### config.mk
export PLATFORM = sky130hd
export DESIGN_NAME = prog_loader
export DESIGN_NICKNAME = d
export VERILOG_FILES = /design/src/rtl/prog_loader.sv
export SDC_FILE = /design/constraint.sdc
export NUM_CORES = 1
export LEC_CHECK = 0
export CAP_MARGIN = 25
export CORE_ASPECT_RATIO = 1.5
export CORE_MARGIN = 5
export CORE_UTILIZATION = 25
export DETAILED_ROUTE_END_ITERATION = 10
export PLACE_DENSITY = 0.49
export SYNTH_ARGS = -nofsm -noshare
export SYNTH_HDL_FRONTEND = slang
export SYNTH_SLANG_ARGS = --single-unit
### constraint.sdc
create_clock -name clk -period 17.6 [get_ports clk]
set_input_delay 3.52 -clock clk [delete_from_list [all_inputs] [get_ports clk]]
set_output_delay 3.52 -clock clk [all_outputs]
set_load 0.01 [all_outputs]
### src/rtl/prog_loader.sv
`default_nettype none
// ============================================================================
// Module      : prog_loader
// Description : Packs a stream of WORD_WIDTH words MSB-first into CMD_WIDTH
//               commands and writes them into proc's command memory, holding
//               proc in reset until the load completes. Optional macro
//               PROG_LOADER_CHECKSUM_EN adds a trailing XOR checksum word.
// Revision    : 1.0 - initial release
// ============================================================================
module prog_loader #(
    parameter int CMD_WIDTH  = 128,
    parameter int WORD_WIDTH = 32,
    parameter int ADDR_WIDTH = 8
) (
    input  logic                  clk,
    input  logic                  reset,
    input  logic                  start,
    input  logic [WORD_WIDTH-1:0] word_in,
    input  logic                  word_valid,
    output logic                  word_ready,
    input  logic                  word_last,
    output logic                  write_prog_enable,
    output logic [ADDR_WIDTH-1:0] cmd_addr,
    output logic [CMD_WIDTH-1:0]  cmd_data,
    output logic                  proc_reset,
    output logic                  busy,
    output logic                  done,
    output logic                  overflow
`ifdef PROG_LOADER_CHECKSUM_EN
    ,
    output logic                  checksum_err
`endif
);

    localparam int WORDS_PER_CMD = CMD_WIDTH / WORD_WIDTH;
    localparam int SLOT_W        = (WORDS_PER_CMD > 1) ? $clog2(WORDS_PER_CMD) : 1;

`ifdef PROG_LOADER_CHECKSUM_EN
    typedef enum logic [2:0] {
        S_IDLE    = 3'd0,
        S_COLLECT = 3'd1,
        S_WRITE   = 3'd2,
        S_DONE    = 3'd3,
        S_CHECK   = 3'd4
    } state_t;
`else
    typedef enum logic [1:0] {
        S_IDLE    = 2'd0,
        S_COLLECT = 2'd1,
        S_WRITE   = 2'd2,
        S_DONE    = 2'd3
    } state_t;
`endif

    state_t                  r_state, w_state;
    logic [ADDR_WIDTH-1:0]   r_addr, w_addr;
    logic [SLOT_W-1:0]       r_slot, w_slot;
    logic [CMD_WIDTH-1:0]    r_asm, w_asm;
    logic                    r_last, w_last;
    logic                    r_wpe, w_wpe;
    logic [ADDR_WIDTH-1:0]   r_cmd_addr, w_cmd_addr;
    logic [CMD_WIDTH-1:0]    r_cmd_data, w_cmd_data;
    logic                    r_proc_reset, w_proc_reset;
    logic                    r_busy, w_busy;
    logic                    r_done, w_done;
    logic                    r_overflow, w_overflow;
    logic [CMD_WIDTH-1:0]    w_asm_ins;
    logic                    w_xfer;
`ifdef PROG_LOADER_CHECKSUM_EN
    logic [WORD_WIDTH-1:0]   r_xor, w_xor;
    logic                    r_csum_err, w_csum_err;
`endif

`ifdef PROG_LOADER_CHECKSUM_EN
    assign word_ready = (r_state == S_COLLECT) || (r_state == S_CHECK);
`else
    assign word_ready = (r_state == S_COLLECT);
`endif
    assign w_xfer = word_valid & word_ready;

    // Assembly register with the incoming word dropped into the current slot
    always_comb begin
        w_asm_ins = r_asm;
        for (int k = 0; k < WORDS_PER_CMD; k++) begin
            if (r_slot == SLOT_W'(k)) begin
                w_asm_ins[CMD_WIDTH-1-k*WORD_WIDTH -: WORD_WIDTH] = word_in;
            end
        end
    end

    always_comb begin
        w_state      = r_state;
        w_addr       = r_addr;
        w_slot       = r_slot;
        w_asm        = r_asm;
        w_last       = r_last;
        w_wpe        = 1'b0;
        w_cmd_addr   = r_cmd_addr;
        w_cmd_data   = r_cmd_data;
        w_proc_reset = r_proc_reset;
        w_busy       = r_busy;
        w_done       = 1'b0;
        w_overflow   = r_overflow;
`ifdef PROG_LOADER_CHECKSUM_EN
        w_xor        = r_xor;
        w_csum_err   = r_csum_err;
`endif
        case (r_state)
            S_IDLE: begin
                if (start) begin
                    w_state      = S_COLLECT;
                    w_busy       = 1'b1;
                    w_proc_reset = 1'b1;
                    w_overflow   = 1'b0;
                    w_addr       = '0;
                    w_slot       = '0;
                    w_asm        = '0;
                    w_last       = 1'b0;
`ifdef PROG_LOADER_CHECKSUM_EN
                    w_xor        = '0;
                    w_csum_err   = 1'b0;
`endif
                end
            end
            S_COLLECT: begin
                if (w_xfer) begin
                    w_asm = w_asm_ins;
`ifdef PROG_LOADER_CHECKSUM_EN
                    w_xor = r_xor ^ word_in;
`endif
                    // Unfilled low slots stay zero from the clear on entry
                    if (word_last || (r_slot == SLOT_W'(WORDS_PER_CMD-1))) begin
                        w_state    = S_WRITE;
                        w_last     = word_last;
                        w_wpe      = 1'b1;
                        w_cmd_addr = r_addr;
                        w_cmd_data = w_asm_ins;
                    end else begin
                        w_slot = r_slot + SLOT_W'(1);
                    end
                end
            end
            S_WRITE: begin
                if (r_last) begin
`ifdef PROG_LOADER_CHECKSUM_EN
                    w_state      = S_CHECK;
`else
                    w_state      = S_DONE;
                    w_done       = 1'b1;
                    w_proc_reset = 1'b0;
                    w_busy       = 1'b0;
`endif
                end else if (r_addr == {ADDR_WIDTH{1'b1}}) begin
                    // Memory full: abort without wrapping, proc stays parked
                    w_state    = S_IDLE;
                    w_overflow = 1'b1;
                    w_busy     = 1'b0;
                end else begin
                    w_state = S_COLLECT;
                    w_addr  = r_addr + ADDR_WIDTH'(1);
                    w_slot  = '0;
                    w_asm   = '0;
                end
            end
`ifdef PROG_LOADER_CHECKSUM_EN
            S_CHECK: begin
                if (w_xfer) begin
                    w_busy = 1'b0;
                    if (word_in == r_xor) begin
                        w_state      = S_DONE;
                        w_done       = 1'b1;
                        w_proc_reset = 1'b0;
                    end else begin
                        w_state    = S_IDLE;
                        w_csum_err = 1'b1;
                    end
                end
            end
`endif
            S_DONE: begin
                w_state = S_IDLE;
            end
            default: begin
                w_state = S_IDLE;
            end
        endcase
    end

    always_ff @(posedge clk or posedge reset) begin
        if (reset) begin
            r_state      <= S_IDLE;
            r_addr       <= '0;
            r_slot       <= '0;
            r_asm        <= '0;
            r_last       <= 1'b0;
            r_wpe        <= 1'b0;
            r_cmd_addr   <= '0;
            r_cmd_data   <= '0;
            r_proc_reset <= 1'b1;
            r_busy       <= 1'b0;
            r_done       <= 1'b0;
            r_overflow   <= 1'b0;
`ifdef PROG_LOADER_CHECKSUM_EN
            r_xor        <= '0;
            r_csum_err   <= 1'b0;
`endif
        end else begin
            r_state      <= w_state;
            r_addr       <= w_addr;
            r_slot       <= w_slot;
            r_asm        <= w_asm;
            r_last       <= w_last;
            r_wpe        <= w_wpe;
            r_cmd_addr   <= w_cmd_addr;
            r_cmd_data   <= w_cmd_data;
            r_proc_reset <= w_proc_reset;
            r_busy       <= w_busy;
            r_done       <= w_done;
            r_overflow   <= w_overflow;
`ifdef PROG_LOADER_CHECKSUM_EN
            r_xor        <= w_xor;
            r_csum_err   <= w_csum_err;
`endif
        end
    end

    assign write_prog_enable = r_wpe;
    assign cmd_addr          = r_cmd_addr;
    assign cmd_data          = r_cmd_data;
    assign proc_reset        = r_proc_reset;
    assign busy              = r_busy;
    assign done              = r_done;
    assign overflow          = r_overflow;
`ifdef PROG_LOADER_CHECKSUM_EN
    assign checksum_err      = r_csum_err;
`endif

endmodule
`default_nettype wire

==> key figures, run 1 <==
Outcome
  – Status: finished clean

Timing
  – RSZ-0062 raised after global routing: no
  – Worst slew margin: 0.337
  – Endpoints failing hold: 0
  – Final worst-path setup slack: 11,820 ps
  – Setup tns final: 0 ps
  – Setup Skew: 23.4 ps
  – Fmax: 0.173 GHz
  – Least-Margin Pin Slew: 995 ps
  – Count of final setup violators: 0
  – Fin crit share: 0.328
  – Tmin final: 5780 ps
  – Fin. max-slew vios: 0

Clock network
  – Post-CTS sizing: 0
  – CTS tree: done
  – Total CTS buffers: 30
  – Worst skew pair latency: 570 ps
  – H-tree levels: 1
  – Post-CTS setup buffers: 0
  – CTS Buffer Depth: 3
  – Worst-path clk slew: 60 ps
  – Sink Count: 282
  – Clock root buffer: clkbuf_16
  – Hold_buf cts: 0

Route
  – Total number of vias: 8,047
  – Vias per cell: 4.61
  – Drc violations: 0
  – DRT Pass-1 Iters: 5
  – Initial DRC Count: 369
  – Avg WL per Cell: 20.1 µm
  – Post-DRT Antenna Nets: 0
  – Post-Route WL: 35,100 µm

Logic synthesis
  – Synth cell types: 46
  – Seq cells post-synth: 282
  – Synthesized Nets: 1,053
  – Number of synthesized flops with an enable pin: 0
  – Mapped Area: 0.0120 mm²
  – Register area share after synthesis: 0.587
  – Yosys top cell area share: 0.585
  – Yosys top cell by area: dfrtp_1
  – Synth area leaders: dfrtp_1 (58%), mux2i_1 (11%), a22o_1 (9.1%)
  – Avg Inst Size Synth: 11.9 µm²
  – Ys Warns: 0
  – Ys async rst share: 1.00
  – Cell count after synthesis: 1,011
  – Most common flop cell mapped by yosys: dfrtp_1

Floorplanning
  – Chip width: 189 µm
  – Core area: 0.0477 mm²
  – DIE AREA: 0.0527 mm²
  – I/O Pins: 179
  – Initial Util: 0.252
  – Die height: 279 µm
  – FP Rows: 98

Global routing
  – Remaining Overflow, GRT: 0
  – Vias in the first global route: 8,393
  – First-pass GRT wire length: 54,100 µm
  – Total GRT Usage: 0.130
  – Initial antenna violation count: 1
  – Largest net degree at the start of global routing: 153

Critical path
  – Worst Setup Start Kind: input pin
  – Worst Path Class, Setup: input pin to flip-flop
  – CP Max Fanout: 99
  – CP endpoint kind: flip-flop
  – Crit path DAT: 6170 ps
  – Worst path required time: 17,990 ps
  – FF-to-FF path depth: 5

Layout
  – Layout cells sized above 1: 0.0813
  – Most frequent cells in the layout: dfrtp_1 (281), clkdlybuf4s50_1 (178), nand2_1 (143)
  – Most common cell after layout, fill and taps aside: dfrtp_1
  – Nets@finish: 1,162
  – # fillers: 4,767
  – Synth-to-Final Area Change: 26.9%

Worst hold path
  – Hold Crit Class: flip-flop to flip-flop
  – Worst hold path cell count: 2

Placed design
  – Gpl congestion: 0.745
  – Hpwl dp: 21,500 µm
  – IO Port Bufs: 178
  – Pre-CTS WS: 11,200 ps

Power and ir drop
  – Pleak: 6.61 nW
  – Max VDD drop: 0.0983 mV
  – Pwr dens: 173 mW/mm²

Job
  – MaxCap Viol Count: 0
-- report_power, final --
group / leakage (nW) / switching, mW / internal, mW / total [mW]
logic: 2.21 / 0.509 / 0.431 / 0.940
clock network: 0.569 / 0.280 / 0.456 / 0.736
registers: 3.83 / 0.129 / 0.839 / 0.968
total: 6.61 / 0.919 / 1.73 / 2.64
-- path summary, 6_finish.rpt --
path	slack, ps	from	endpoint
setup / recovery	11820	word_valid	cmd_data[44]$_DFFE_PP0P_
setup reg to reg	14530	r_slot[1]$_DFFE_PP0P_	cmd_data[44]$_DFFE_PP0P_
min in group asynchronous	3280	reset	cmd_data[37]$_DFFE_PP0P_
max in group asynchronous	12700	reset	r_asm[86]$_DFFE_PP0P_
hold reg to reg	460	proc_reset$_DFFE_PP1P_	proc_reset$_DFFE_PP1P_
hold / removal	460	proc_reset$_DFFE_PP1P_	proc_reset$_DFFE_PP1P_
-- cell usage after synthesis, types with 3 or more instances --
master	n
buf_6	19
o21ai_0	101
o21ai_1	31
a21oi_1	6
mux2i_1	136
nor2_1	5
clkbuf_1	21
mux2_4	6
buf_1	34
nand3_1	3
a32o_1	4
and2_0	4
buf_2	36
a22o_1	125
ha_1	5
o22ai_4	3
dfrtp_1	281
a31oi_1	3
nand2_1	143
inv_1	8
nand2b_1	8
-- through the flow --
step / area, µm² / hold slack [ps] / std cells / utilization / total power, mW
2_1_floorplan: 12000 / 465 / 1011 / - / 1.51
5_1_grt: 15300 / 496 / 1745 / 0.320 / 2.80
3_3_place_gp: 14100 / 448 / 1687 / 0.295 / 1.94
6_report: 15300 / 461 / 1745 / 0.320 / 2.64
3_5_place_dp: 14100 / 454 / 1687 / 0.295 / 1.95
4_1_cts: 15200 / 464 / 1743 / 0.319 / 2.70
-- routing by layer --
metal | share of wire | track usage | wire length [µm]
met3 | 0.039 | 0.0191 | 1360
met1 | 0.42 | 0.161 | 14900
met2 | 0.52 | 0.237 | 18100
met4 | 0.021 | 0.0355 | 736
met5 | 0 | 0 | 0
-- cell type report --
type / instances / area [µm²] / area share
diodes: 1 / 2.50 / 0.000164
clock buffers: 38 / 842 / 0.0552
clock inverters: 18 / 300 / 0.0197
inverters: 8 / 37.5 / 0.00246
multi-input cells: 610 / 4380 / 0.287
flip-flops and latches: 282 / 7060 / 0.463
well taps: 600 / 751 / 0.0492
repair buffers: 188 / 1890 / 0.124
-- flip-flops by register name, indices dropped and copies added, names as in the netlist --
register,cells
cmd_data,128
r_asm,128
cmd_addr,8
r_addr,8
r_slot,2
r_state,2
busy,1
done,1
overflow,1
proc_reset,1
r_last,1
write_prog_enable,1
-- cell families after synthesis --
kind of cell	synth area share
adder cells (fa/ha/maj)	0.00520
AO/OA/AOI/OAI	0.169
multiplexers	0.123
AND/OR/NAND/NOR	0.0633
buffers and inverters	0.0531
flip-flops	0.587
-- worst max-delay path, stage by stage --
cell             delay [ps]
clkdlybuf4s50_1         500
and3b_1                 340
o21ai_4                 160
buf_4                   520
buf_4                   800
o21ai_0                 240
No activity file was read; power rests on OpenSTA's default activity.
==> run 2, diff against run 1 <==
Clock period 17.6 ns to 6 ns, I/O delays scaled along.
==> run 2 against run 1 <==
  * Non-clock buffer count fell by 1
  * Critical path type is now flip-flop to primary output
  * Critical endpoint is now word_ready
  * Worst setup slack got worse by 9100 ps
  * Flip-flop and latch count stayed put
  * Sequential power grew to 2.9 times the previous value
  * Final cell count decreased by 0.29%
  * Largest power group unchanged
  * Register-to-register slack lost 11000 ps
  * Die area unchanged
  * Via count is 1.4% lower
  * Sequential share of layout area rose by 0.11 points
==> key figures, run 2 (synthesis gave the netlist of run 1 again) <==
Outcome
  – Status: finished clean

Job
  – MaxCap Viol Count: 0

Timing
  – Count of final setup violators: 0
  – Setup tns final: 0 ps
  – Fmax: 0.305 GHz
  – Fin crit share: 0.547
  – Fin. max-slew vios: 0
  – Tmin final: 3280 ps
  – RSZ-0062 raised after global routing: no
  – Endpoints failing hold: 0
  – Least-Margin Pin Slew: 963 ps
  – Worst slew margin: 0.358
  – Setup Skew: 15.1 ps
  – Final worst-path setup slack: 2720 ps

Clock network
  – Post-CTS setup buffers: 0
  – Hold_buf cts: 0
  – CTS Buffer Depth: 3
  – Total CTS buffers: 30
  – Post-CTS sizing: 0
  – Clock root buffer: clkbuf_16
  – Worst skew pair latency: 570 ps
  – Worst-path clk slew: 60 ps
  – H-tree levels: 1
  – Sink Count: 282
  – CTS tree: done

Floorplanning
  – I/O Pins: 179
  – Core area: 0.0477 mm²
  – Chip width: 189 µm
  – DIE AREA: 0.0527 mm²
  – FP Rows: 98
  – Die height: 279 µm
  – Initial Util: 0.252

Layout
  – Register Area: 0.00706 mm²
  – Most frequent cells in the layout: dfrtp_1 (281), clkdlybuf4s50_1 (178), nand2_1 (143)
  – Layout Utilization: 0.319
  – Nets@finish: 1,161
  – # fillers: 4,823
  – Synth-to-Final Area Change: 26.6%
  – Multi-input logic area: 0.00439 mm²
  – Layout Cells excl Fill: 1,740
  – Layout cells sized above 1: 0.0773
  – Most common cell after layout, fill and taps aside: dfrtp_1
  – Final instance area: 0.0152 mm²

Global routing
  – Initial antenna violation count: 1
  – Largest net degree at the start of global routing: 159
  – Remaining Overflow, GRT: 0
  – First-pass GRT wire length: 53,500 µm
  – Vias in the first global route: 8,321
  – Total GRT Usage: 0.128

Critical path
  – Max stage delay on crit path: 670 ps
  – CP max-delay cell: dfrtp_1
  – Worst Path Class, Setup: flip-flop to primary output
  – Crit path DAT: 2080 ps
  – Crit path cell chain: and2b_1 -> clkdlybuf4s50_1
  – Delay-heaviest family, CP: flip-flops
  – CP Max Fanout: 16
  – Worst Setup Start Kind: flip-flop
  – CP Buf/Inv Count: 1
  – CP Depth: 2
  – CP endpoint kind: primary output
  – FF-to-FF path depth: 4
  – Worst path required time: 4800 ps

Route
  – Avg WL per Cell: 19.7 µm
  – DRT Pass-1 Iters: 5
  – Drc violations: 0
  – Post-DRT Antenna Nets: 0
  – Post-Route WL: 34,300 µm
  – Vias per cell: 4.56
  – Total number of vias: 7,935
  – Initial DRC Count: 352

Placed design
  – Pre-CTS WS: 2570 ps
  – Placed cell area: 0.0141 mm²
  – Placed cell count: 1,687
  – IO Port Bufs: 178
  – Gpl congestion: 0.729
  – Hpwl dp: 21,400 µm

Power and ir drop
  – Pwr dens: 502 mW/mm²
  – Clock power share: 0.268
  – Pleak: 6.58 nW
  – Switching pwr: 2.64 mW
  – Switching Fraction: 0.345
  – Max VDD drop: 0.253 mV
  – Share of power burned in registers: 0.371
  – Int Pwr: 5.01 mW
  – Logic gate share of total power: 0.361

Worst hold path
  – Hold Crit Class: flip-flop to flip-flop
  – Worst hold path cell count: 2
run 2: changes by cell type in the layout (fill, tap and decap cells not counted), sizes merged:
cell	delta
clkinvlp	+2
buf	-1
clkbuf	+5
clkinv	-6
inv	-2
bufinv	-3
run 2: final timing paths:
check / start / slack (ps) / endpoint
min in group asynchronous: reset / 1180 / cmd_data[39]$_DFFE_PP0P_
worst min register to register: proc_reset$_DFFE_PP1P_ / 470 / proc_reset$_DFFE_PP1P_
worst max-delay path: r_state[0]$_DFFE_PP0P_ / 2720 / word_ready
max in group asynchronous: reset / 4010 / cmd_data[58]$_DFFE_PP0P_
worst min-delay path: proc_reset$_DFFE_PP1P_ / 470 / proc_reset$_DFFE_PP1P_
worst max register to register: r_slot[0]$_DFFE_PP0P_ / 3390 / r_asm[103]$_DFFE_PP0P_
run 2: through the flow:
stage	power (mW)	hold WS, ps
floorplan	4.44	465
global placement	5.66	451
detailed placement	5.73	462
CTS	7.84	471
global route	8.14	492
finish	7.65	465
run 2: final cells by class:
cell class / instances / share of cell area
antenna: 1 / 0.000164
timing repair buffer: 187 / 0.125
tap: 600 / 0.0493
multi-input combinational: 610 / 0.288
clock buffer: 43 / 0.0598
inverter: 8 / 0.00222
clock inverter: 9 / 0.0113
sequential: 282 / 0.464
run 2: power groups by stage:
stage | clock [mW] | combinational, mW | sequential [mW]
2_1_floorplan | 0 | 1.53 | 2.91
3_3_place_gp | 0 | 2.78 | 2.88
3_5_place_dp | 0 | 2.84 | 2.89
4_1_cts | 2.13 | 2.85 | 2.86
5_1_grt | 2.20 | 3.02 | 2.92
6_report | 2.05 | 2.76 | 2.84
run 2: per-layer routing:
metal	share of wire	track usage	vias to the layer above
met5	0	0	-
met2	0.53	0.237	147
li1	-	-	3782
met4	0.014	0.0280	0
met1	0.41	0.157	3976
met3	0.039	0.0197	30
run 2: worst min-delay path, cell delays in order (launching register included):
cell and delay [ps]:
dfstp_2 370, nand2_1 50, nand2_1 50
